File: config.mk
export PLATFORM = sky130hd
export DESIGN_NAME = alarm_controller
export DESIGN_NICKNAME = d
export VERILOG_FILES = /design/src/rtl/alarm_controller.sv
export SDC_FILE = /design/constraint.sdc
export NUM_CORES = 1
export LEC_CHECK = 0
export ABC_AREA = 1
export BUFFER_PORTS_ARGS = -buffer_cell sky130_fd_sc_hd__buf_2
export CAP_MARGIN = 20
export CORE_MARGIN = 10
export CORE_UTILIZATION = 39
export CTS_CLUSTER_SIZE = 40
export DETAILED_ROUTE_END_ITERATION = 8
export SYNTH_ARGS = -nofsm -noshare
export SYNTH_HDL_FRONTEND = slang
export SYNTH_SLANG_ARGS = --single-unit
File: constraint.sdc
create_clock -name clk -period 5.96 [get_ports clk]
set_input_delay 0 -clock clk [delete_from_list [all_inputs] [get_ports clk]]
set_output_delay 0 -clock clk [all_outputs]
set_load 0.01 [all_outputs]
File: src/rtl/alarm_controller.sv
// alarm_controller
//   Holds a user-set alarm time and compares it against the live hr/min/sec
//   time-of-day. Runs the ring / snooze / dismiss state machine that drives
//   the buzzer.
// Ports
//   clk, reset          clock; asynchronous active-high reset
//   tick                one-cycle strobe, live time shows a new second
//   hr, min, sec        live time of day
//   set_valid           strobe: load set_hr/set_min as the alarm time
//   set_hr, set_min     alarm time to load
//   arm_en              level: alarm enabled
//   snooze, dismiss     one-cycle UI strobes
//   alarm_hr, alarm_min stored alarm time
//   buzzer              high while ringing
//   state               0 IDLE, 1 ARMED, 2 RINGING, 3 SNOOZING
//   snooze_left         snoozes remaining for the current alarm event
//   set_err             one-cycle pulse on a rejected set request
module alarm_controller #(
    parameter int RING_SECS  = 60,
    parameter int SNOOZE_MIN = 5,
    parameter int MAX_SNOOZE = 3
) (
    input  logic       clk,
    input  logic       reset,
    input  logic       tick,
    input  logic [4:0] hr,
    input  logic [5:0] min,
    input  logic [5:0] sec,
    input  logic       set_valid,
    input  logic [4:0] set_hr,
    input  logic [5:0] set_min,
    input  logic       arm_en,
    input  logic       snooze,
    input  logic       dismiss,
    output logic [4:0] alarm_hr,
    output logic [5:0] alarm_min,
    output logic       buzzer,
    output logic [1:0] state,
    output logic [1:0] snooze_left,
    output logic       set_err
);

    typedef enum logic [1:0] {
        ST_IDLE     = 2'd0,
        ST_ARMED    = 2'd1,
        ST_RINGING  = 2'd2,
        ST_SNOOZING = 2'd3
    } state_t;

    localparam logic [15:0] RING_LIM = 16'(RING_SECS);
    localparam logic [15:0] SNZ_LOAD = 16'(SNOOZE_MIN * 60);
    localparam logic [1:0]  SNZ_MAX  = 2'(MAX_SNOOZE);

    // A requested alarm time is accepted only if it is a real time of day.
    function automatic logic time_valid(input logic [4:0] h, input logic [5:0] m);
        return (h <= 5'd23) && (m <= 6'd59);
    endfunction

    state_t      state_r, state_next_s;
    logic [1:0]  snooze_left_r, snooze_left_next_s;
    logic [15:0] ring_cnt_r, ring_cnt_next_s;
    logic [15:0] snz_cnt_r, snz_cnt_next_s;
    logic [4:0]  alarm_hr_r;
    logic [5:0]  alarm_min_r;
    logic        set_err_r;
    logic        match_s;

    // Alarm fires only at second zero, so one alarm time matches once per day.
    assign match_s = tick && (hr == alarm_hr_r) && (min == alarm_min_r) && (sec == 6'd0);

    // Alarm time storage and rejected-request pulse.
    always_ff @(posedge clk or posedge reset) begin
        if (reset) begin
            alarm_hr_r  <= 5'd0;
            alarm_min_r <= 6'd0;
            set_err_r   <= 1'b0;
        end else begin
            set_err_r <= set_valid && !time_valid(set_hr, set_min);
            if (set_valid && time_valid(set_hr, set_min)) begin
                alarm_hr_r  <= set_hr;
                alarm_min_r <= set_min;
            end
        end
    end

    // FSM state and its counters.
    always_ff @(posedge clk or posedge reset) begin
        if (reset) begin
            state_r       <= ST_IDLE;
            snooze_left_r <= 2'd0;
            ring_cnt_r    <= 16'd0;
            snz_cnt_r     <= 16'd0;
        end else begin
            state_r       <= state_next_s;
            snooze_left_r <= snooze_left_next_s;
            ring_cnt_r    <= ring_cnt_next_s;
            snz_cnt_r     <= snz_cnt_next_s;
        end
    end

    // Next-state logic; disarming overrides every other input in every state.
    always_comb begin
        state_next_s       = state_r;
        snooze_left_next_s = snooze_left_r;
        ring_cnt_next_s    = ring_cnt_r;
        snz_cnt_next_s     = snz_cnt_r;
        if (!arm_en) begin
            state_next_s = ST_IDLE;
        end else begin
            case (state_r)
                ST_IDLE: begin
                    state_next_s = ST_ARMED;
                end
                ST_ARMED: begin
                    if (match_s) begin
                        state_next_s       = ST_RINGING;
                        snooze_left_next_s = SNZ_MAX;
                        ring_cnt_next_s    = 16'd0;
                    end else begin
                        state_next_s = ST_ARMED;
                    end
                end
                ST_RINGING: begin
                    if (dismiss) begin
                        state_next_s = ST_ARMED;
                    end else if (snooze && (snooze_left_r != 2'd0)) begin
                        state_next_s       = ST_SNOOZING;
                        snooze_left_next_s = snooze_left_r - 2'd1;
                        snz_cnt_next_s     = SNZ_LOAD;
                    end else if (tick) begin
                        // ring_cnt counts completed ticks; the RING_SECS-th tick times out.
                        if ((ring_cnt_r + 16'd1) == RING_LIM) begin
                            state_next_s = ST_ARMED;
                        end else begin
                            ring_cnt_next_s = ring_cnt_r + 16'd1;
                        end
                    end else begin
                        state_next_s = ST_RINGING;
                    end
                end
                ST_SNOOZING: begin
                    if (dismiss) begin
                        state_next_s = ST_ARMED;
                    end else if (tick) begin
                        if (snz_cnt_r == 16'd1) begin
                            state_next_s    = ST_RINGING;
                            ring_cnt_next_s = 16'd0;
                        end else begin
                            snz_cnt_next_s = snz_cnt_r - 16'd1;
                        end
                    end else begin
                        state_next_s = ST_SNOOZING;
                    end
                end
                default: begin
                    state_next_s = ST_IDLE;
                end
            endcase
        end
    end

    assign alarm_hr    = alarm_hr_r;
    assign alarm_min   = alarm_min_r;
    assign state       = state_r;
    assign buzzer      = (state_r == ST_RINGING);
    assign snooze_left = snooze_left_r;
    assign set_err     = set_err_r;

endmodule
==> results of run 1 <==
[how the worst min path moves through the flow]
stage	slack (ns)	startpoint	to
final	0.12	reset	alarm_hr[2]$_DFFE_PP0P_
after global placement	0.24	set_min[1]	alarm_min[1]$_DFFE_PP0P_
after CTS	0.15	tick	state[1]$_DFFE_PP0P_
after detailed placement	0.24	set_hr[1]	alarm_hr[1]$_DFFE_PP0P_
after global routing	0.13	reset	alarm_hr[2]$_DFFE_PP0P_
after floorplan	0.12	arm_en	state[1]$_DFFE_PP0P_
[synth_stat cells (all sizes together)]
library cell	instances
a21boi	3
a21oi	15
buf	4
clkbuf	3
dfrtp	48
ha	5
inv	56
mux2	7
nand2	167
nand3	44
nand3b	3
nand4	8
nor2	85
nor3	9
nor3b	1
o21a	1
o21ai	11
o21bai	2
o31ai	7
or2	3
xnor2	7
xor2	4
[through the flow]
| stage | hold WS, ns | area [um^2] | util [%] | cells |
|---|---|---|---|---|
| floorplan | 0.1167 | 3321 | - | 493 |
| global placement | 0.2358 | 3659 | 44.30 | 642 |
| detailed placement | 0.2415 | 3659 | 44.30 | 642 |
| CTS | 0.1501 | 3916 | 47.42 | 665 |
| global route | 0.1335 | 3936 | 47.67 | 666 |
| finish | 0.1226 | 3936 | 47.67 | 666 |
[power by group]
part | switching [W] | internal [W] | leakage (nW)
Clock | 0.000108 | 0.000125 | 0.0552
Sequential | 0.0000171 | 0.000343 | 0.611
Combinational | 0.0000636 | 0.0000518 | 1.29
Total | 0.000189 | 0.000519 | 1.95
[flip-flops by register name (all words and copies together) (netlist names)]
name / flops
ring_cnt_r: 16
snooze_left: 2
alarm_min: 6
alarm_hr: 5
set_err: 1
snz_cnt_r: 16
state: 2
[critical path, delay by kind of cell, from the launching register on]
family                 cells  cell delay [ns]
AND/OR/NAND/NOR            7             1.53
AO/OA/AOI/OAI              1             0.21
flip-flops                 1             0.41
buffers and inverters      2             0.29
[cells by family after synthesis]
| kind of cell | count (synthesis) | share of synthesized area (%) |
|---|---|---|
| AO/OA/AOI/OAI | 39 | 6.857 |
| XOR/XNOR | 11 | 2.901 |
| adder cells (fa/ha/maj) | 5 | 1.884 |
| buffers and inverters | 63 | 7.799 |
| flip-flops | 48 | 36.17 |
| multiplexers | 7 | 2.374 |
| AND/OR/NAND/NOR | 320 | 42.01 |
[metal layers]
layer  global-route usage, %  routed length (um)  up-vias
li1                        -                   -     1696
met1                   16.65                3969     1459
met2                   21.01                3687       56
met3                   3.727                 476        6
met4                   2.792                  59        0
met5                       0                   0        -
[area by class of cell]
type                       count  area (um^2)  share of cell area (%)
multi-input combinational    382         1861                   47.27
sequential                    48         1201                   30.51
timing repair buffer          67        425.4                   10.81
inverter                      56        210.2                   5.340
tap                          105        131.4                   3.338
clock buffer                   6        72.57                   1.844
clock inverter                 2        35.03                  0.8900
==> results.rst, run 1 <==
.. list-table::
   :header-rows: 1

   * - Metric
     - Value
   * - Result of the run
     - finished clean
   * - Total wire length after detailed routing
     - 8192 um
   * - Relative max-transition margin
     - 53.25%
   * - Sort of element at the end of the critical path
     - register
   * - Tcrit/Tclk final
     - 41.94%
   * - Number of buffers added to fix hold violations after cts
     - 15
   * - Launching element of the worst setup path
     - state[0]$_DFFE_PP0P_
   * - Overall die width
     - 112.3 um
   * - Layout overhead on the synthesized area
     - 18.54%
   * - Number of optimization iterations in the first detailed-route pass
     - 5
   * - Inserted Clock Buffers
     - 5
   * - Number of gates resized after CTS
     - 0
   * - Biggest cell delay along the critical path
     - 0.52 ns
   * - Number of nets with antenna violations after detailed routing
     - 0
   * - Antenna violations before repair
     - 0
   * - Register bit count reported by yosys
     - 48
   * - Leading cell type in the layout, fill and taps excluded
     - nand2_1
   * - Critical setup path kind
     - register to register
   * - Avg Inst Size Synth
     - 6.736 um^2
   * - Worst voltage drop across the vdd grid
     - 0.1146 mV
   * - Sequential fraction of the synthesis area
     - 36.17%
   * - CTS tree
     - yes
   * - Setup TNS
     - 0 ns
   * - Final setup violating endpoints
     - 0
   * - Leakage
     - 1.954 nW
   * - Placer congestion estimate
     - 0.8633
   * - Wire length of the first global-routing pass
     - 14300 um
   * - Most used cell, CP
     - nand2_1
   * - Maximum number of buffers from clock root to sink
     - 2
   * - Worst setup skew after layout
     - 0.006146 ns
   * - Final Hold Viols
     - 0
   * - Die Ht
     - 112.3 um
   * - Critical path, cell by cell
     - inv_1, nand2_1, inv_1, nand2_1, nand4_1, a21oi_1, nand3_2, nand2_4, nand2_1, nand2_1
   * - Clock sink count
     - 48
   * - Via count of the first global-routing pass
     - 3136
   * - Post-Synthesis Cells
     - 493
   * - Count of buffers inserted at the top-level ports
     - 51
   * - Via count
     - 3217
   * - DR WL/cell
     - 12.30 um
   * - Most area-hungry cell type in the Yosys netlist
     - dfrtp_1
   * - Final Slew Violations
     - 0
   * - Commonest non-fill, non-tap cells in the layout
     - nand2_1, nor2_1, inv_1, buf_2, dfrtp_1
   * - Reg-to-reg critical path endpoint
     - ring_cnt_r[9]$_DFFE_PP0P_
   * - Full die area
     - 12610 um^2
   * - Count of cells along the worst register-to-register path
     - 10
   * - CTS HTree Levels
     - 2
   * - Pre-CTS setup slack
     - 3.480 ns
   * - Worst path required time
     - 6.20 ns
   * - Per-cell via count in the routed design
     - 4.830
   * - Crit path time final
     - 2.500 ns
   * - Fraction of final layout cells sized beyond drive strength 1
     - 16.40%
   * - Power Dens Cells
     - 180.0 nW/um^2
   * - 1st-iter DRT viols
     - 146
   * - Worst setup path endpoint
     - ring_cnt_r[9]$_DFFE_PP0P_
   * - Ports placed on the boundary
     - 52
   * - Yosys top cell area share
     - 36.17%
   * - Number of distinct library cells after synthesis
     - 29
   * - Overall routing resource usage
     - 12.95%
   * - Starting utilization of the core area
     - 40.21%
   * - Total power
     - 0.0007085 W
   * - Cell area after synthesis
     - 3321 um^2
   * - Setup slack after layout
     - 3.460 ns
   * - Clock tree root buffer cell
     - clkbuf_8
   * - Worst min path class
     - primary input to async pin
   * - Area of the placeable core
     - 8258 um^2
   * - Final layout net count
     - 600
   * - Fill cell total of the finished layout
     - 858
   * - Row Count
     - 33
   * - Worst Path Max Fanout
     - 20
   * - Clock network latency to the later pin of the worst-skew pair
     - 0.30 ns
   * - Arrival @ worst endpoint
     - 2.74 ns
   * - Total nets after synthesis
     - 533
   * - Count of synthesis-stage warnings from yosys
     - 0
   * - Synth area leaders
     - dfrtp_1, nand2_1, nor2_1
   * - Clock input transition at the sequential cells of the worst setup and hold paths
     - 0.08 ns
   * - Critical-path top delay cell
     - nand2_1
   * - Pin count of the biggest net entering global routing
     - 49
   * - Leftover overflow at the end of global routing
     - 0
   * - Total DRC errors in the routed layout
     - 0
   * - CP Launch Type
     - register
   * - Setup slack of the most critical reg-to-reg path
     - 3.46 ns
   * - Postcts setup bufs
     - 0
   * - Unrepaired setup endpoints after global routing
     - false
   * - Max-cap violation count
     - 0
   * - Worst reg2reg startpoint
     - state[0]$_DFFE_PP0P_
   * - DP Wirelength
     - 6325 um
   * - Maximum clock frequency
     - 0.4000 GHz
   * - Transition at the pin with the smallest max-transition slack
     - 0.6996 ns
   * - Number of inserted diodes
     - 0
No activity file was read; power rests on OpenSTA's default activity.
==> run 2: changes to the inputs <==
clock period = 2.34 ns   (was 5.96 ns; I/O delays follow)
==> run 2 against run 1 <==
Effect of this change:
- first-iteration DRC count is 18% higher
- critical path type unchanged
- die area unchanged
- clock power rose by 120%
- total power up 140%
- final cell count grew 0.90%
- sequential cell count did not move
- largest cell class unchanged
- register-to-register slack got worse by 3.2 ns
- via count fell by 0.59%
==> results.rst, run 2 (synthesis gave the netlist of run 1 again) <==
.. list-table::
   :header-rows: 1

   * - Metric
     - Value
   * - Power Dens Cells
     - 432.2 nW/um^2 (was 180.0 nW/um^2)
   * - Arrival @ worst endpoint
     - 2.28 ns (was 2.74 ns)
   * - Final Slew Violations
     - 0 (unchanged)
   * - Clock network latency to the later pin of the worst-skew pair
     - 0.30 ns (about the same)
   * - Full die area
     - 12610 um^2 (unchanged)
   * - Pin count of the biggest net entering global routing
     - 28 (was 49)
   * - Ports placed on the boundary
     - 52 (unchanged)
   * - Leftover overflow at the end of global routing
     - 0 (unchanged)
   * - DP Wirelength
     - 6486 um (was 6325 um)
   * - Antenna violations before repair
     - 0 (unchanged)
   * - Sort of element at the end of the critical path
     - register (unchanged)
   * - Crit path time final
     - 2.089 ns (was 2.500 ns)
   * - CTS HTree Levels
     - 2 (unchanged)
   * - Max-cap violation count
     - 0 (unchanged)
   * - Met3 Routed Length
     - 536 um (was 476 um)
   * - Leakage
     - 1.970 nW (was 1.954 nW)
   * - Routed metal-1 wire length
     - 3959 um (was 3969 um)
   * - Final Hold Viols
     - 0 (unchanged)
   * - CTS tree
     - yes (unchanged)
   * - Top routing layer in use
     - met4 (unchanged)
   * - CP Launch Type
     - register (unchanged)
   * - Number of inserted diodes
     - 0 (unchanged)
   * - Wire length of the first global-routing pass
     - 14320 um (was 14300 um)
   * - Tcrit/Tclk final
     - 89.26% (was 41.94%)
   * - Number of nets with antenna violations after detailed routing
     - 0 (unchanged)
   * - Area of the multi-input gates
     - 1884 um^2 (was 1861 um^2)
   * - Worst setup skew after layout
     - 0.004738 ns (was 0.006146 ns)
   * - DR WL/cell
     - 12.25 um (was 12.30 um)
   * - Met2 WL post-DR
     - 3653 um (was 3687 um)
   * - Number of optimization iterations in the first detailed-route pass
     - 5 (unchanged)
   * - Cell Count, Final, Fillers Out
     - 672 (was 666)
   * - Setup TNS
     - 0 ns (unchanged)
   * - Row Count
     - 33 (unchanged)
   * - Fill cell total of the finished layout
     - 852 (was 858)
   * - Result of the run
     - finished clean (unchanged)
   * - Clock input transition at the sequential cells of the worst setup and hold paths
     - 0.08 ns (about the same)
   * - Per-cell via count in the routed design
     - 4.759 (was 4.830)
   * - Clock tree root buffer cell
     - clkbuf_8 (unchanged)
   * - Starting utilization of the core area
     - 40.21% (unchanged)
   * - Fraction of final layout cells sized beyond drive strength 1
     - 17.99% (was 16.40%)
   * - Critical setup path kind
     - register to register (unchanged)
   * - Maximum number of buffers from clock root to sink
     - 2 (unchanged)
   * - Via count of the first global-routing pass
     - 3142 (was 3136)
   * - Overall routing resource usage
     - 13.07% (was 12.95%)
   * - Inserted Clock Buffers
     - 5 (unchanged)
   * - Placer congestion estimate
     - 0.8764 (was 0.8633)
   * - Via count
     - 3198 (was 3217)
   * - Total wire length after detailed routing
     - 8232 um (was 8192 um)
   * - Placed insts
     - 646 (was 642)
   * - Clock sink count
     - 48 (unchanged)
   * - Worst voltage drop across the vdd grid
     - 0.3737 mV (was 0.1146 mV)
   * - Leading cell type in the layout, fill and taps excluded
     - nand2_1 (unchanged)
   * - Worst Path Max Fanout
     - 15 (was 20)
   * - Commonest non-fill, non-tap cells in the layout
     - nand2_1, nor2_1, inv_1, buf_2, dfrtp_1 (unchanged)
   * - Overall die width
     - 112.3 um (unchanged)
   * - Relative max-transition margin
     - 56.33% (was 53.25%)
   * - Worst path required time
     - 2.53 ns (was 6.20 ns)
   * - Maximum clock frequency
     - 0.4787 GHz (was 0.4000 GHz)
   * - Final layout net count
     - 606 (was 600)
   * - Final setup violating endpoints
     - 0 (unchanged)
   * - Area of all sequential standard cells
     - 1202 um^2 (was 1201 um^2)
   * - Layout overhead on the synthesized area
     - 19.82% (was 18.54%)
   * - Transition at the pin with the smallest max-transition slack
     - 0.6532 ns (was 0.6996 ns)
   * - 1st-iter DRT viols
     - 173 (was 146)
   * - Unrepaired setup endpoints after global routing
     - false (unchanged)
   * - Total DRC errors in the routed layout
     - 0 (unchanged)
   * - Area of the placeable core
     - 8258 um^2 (unchanged)
   * - Die Ht
     - 112.3 um (unchanged)
   * - Worst min path class
     - primary input to register (was primary input to async pin)
   * - Count of buffers inserted at the top-level ports
     - 51 (unchanged)
## run 2: routing by layer
layer	GRT usage [%]	vias to the layer above
met5	0	-
met4	2.707	0
met3	3.781	9
met2	20.97	64
met1	17.02	1419
li1	-	1706
## run 2: per-stage QoR
stage               setup WS (ns)  util (%)  instance area [um^2]  power [W]  hold WS (ns)
floorplan                  0.4382         -                  3321   0.001101        0.1167
global placement           0.2493     44.67                  3689   0.001202       0.08395
detailed placement         0.1638     44.67                  3689   0.001207       0.09124
CTS                        0.1511     47.61                  3931   0.001743        0.1611
global route              0.01050     48.18                  3979   0.001821        0.1998
finish                     0.2512     48.18                  3979   0.001719        0.1705
## run 2: critical path, stage by stage, from the launching register on
cell,delay [ns]
dfrtp_1,0.44
ha_4,0.19
nand2_1,0.11
nor2_4,0.21
nand2_1,0.10
nand2_1,0.07
nand2_1,0.05
nor2_1,0.10
nand2_1,0.08
nor2_1,0.11
nand3_2,0.10
nand2_4,0.14
nand2_4,0.14
nand2_1,0.09
nand2_1,0.05
## run 2: power by group
part / switching (W) / internal (W) / total, W
registers: 0.0000408 / 0.000874 / 0.000914
clock network: 0.000274 / 0.000236 / 0.000511
logic: 0.000164 / 0.000131 / 0.000294
total: 0.000479 / 0.00124 / 0.00172
## run 2: path summary, 6_finish.rpt
kind / startpoint / end / slack (ns) / cells past startpoint
max in group asynchronous: reset / snz_cnt_r[9]$_DFFE_PP0P_ / 1.35 / 4
worst max register to register: ring_cnt_r[1]$_DFFE_PP0P_ / ring_cnt_r[3]$_DFFE_PP0P_ / 0.25 / 14
worst min register to register: snz_cnt_r[10]$_DFFE_PP0P_ / snz_cnt_r[10]$_DFFE_PP0P_ / 0.50 / 1
worst max-delay path: ring_cnt_r[1]$_DFFE_PP0P_ / ring_cnt_r[3]$_DFFE_PP0P_ / 0.25 / 14
worst min-delay path: dismiss / ring_cnt_r[1]$_DFFE_PP0P_ / 0.17 / 6
min in group asynchronous: reset / alarm_hr[3]$_DFFE_PP0P_ / 0.29 / 3
## run 2: layout make-up
type | count | area share [%]
clock inverter | 2 | 0.2516
sequential | 48 | 30.22
multi-input combinational | 382 | 47.36
inverter | 56 | 5.283
clock buffer | 6 | 2.075
tap | 105 | 3.302
timing repair buffer | 73 | 11.51
## run 2: timing repair
action | in CTS | in global routing
setup endpoints to repair | 0 | 17
setup buffers | 0 | 3
hold buffers | 15 | 0
resized for setup | 0 | 5
hold endpoints to repair | 39 | 0
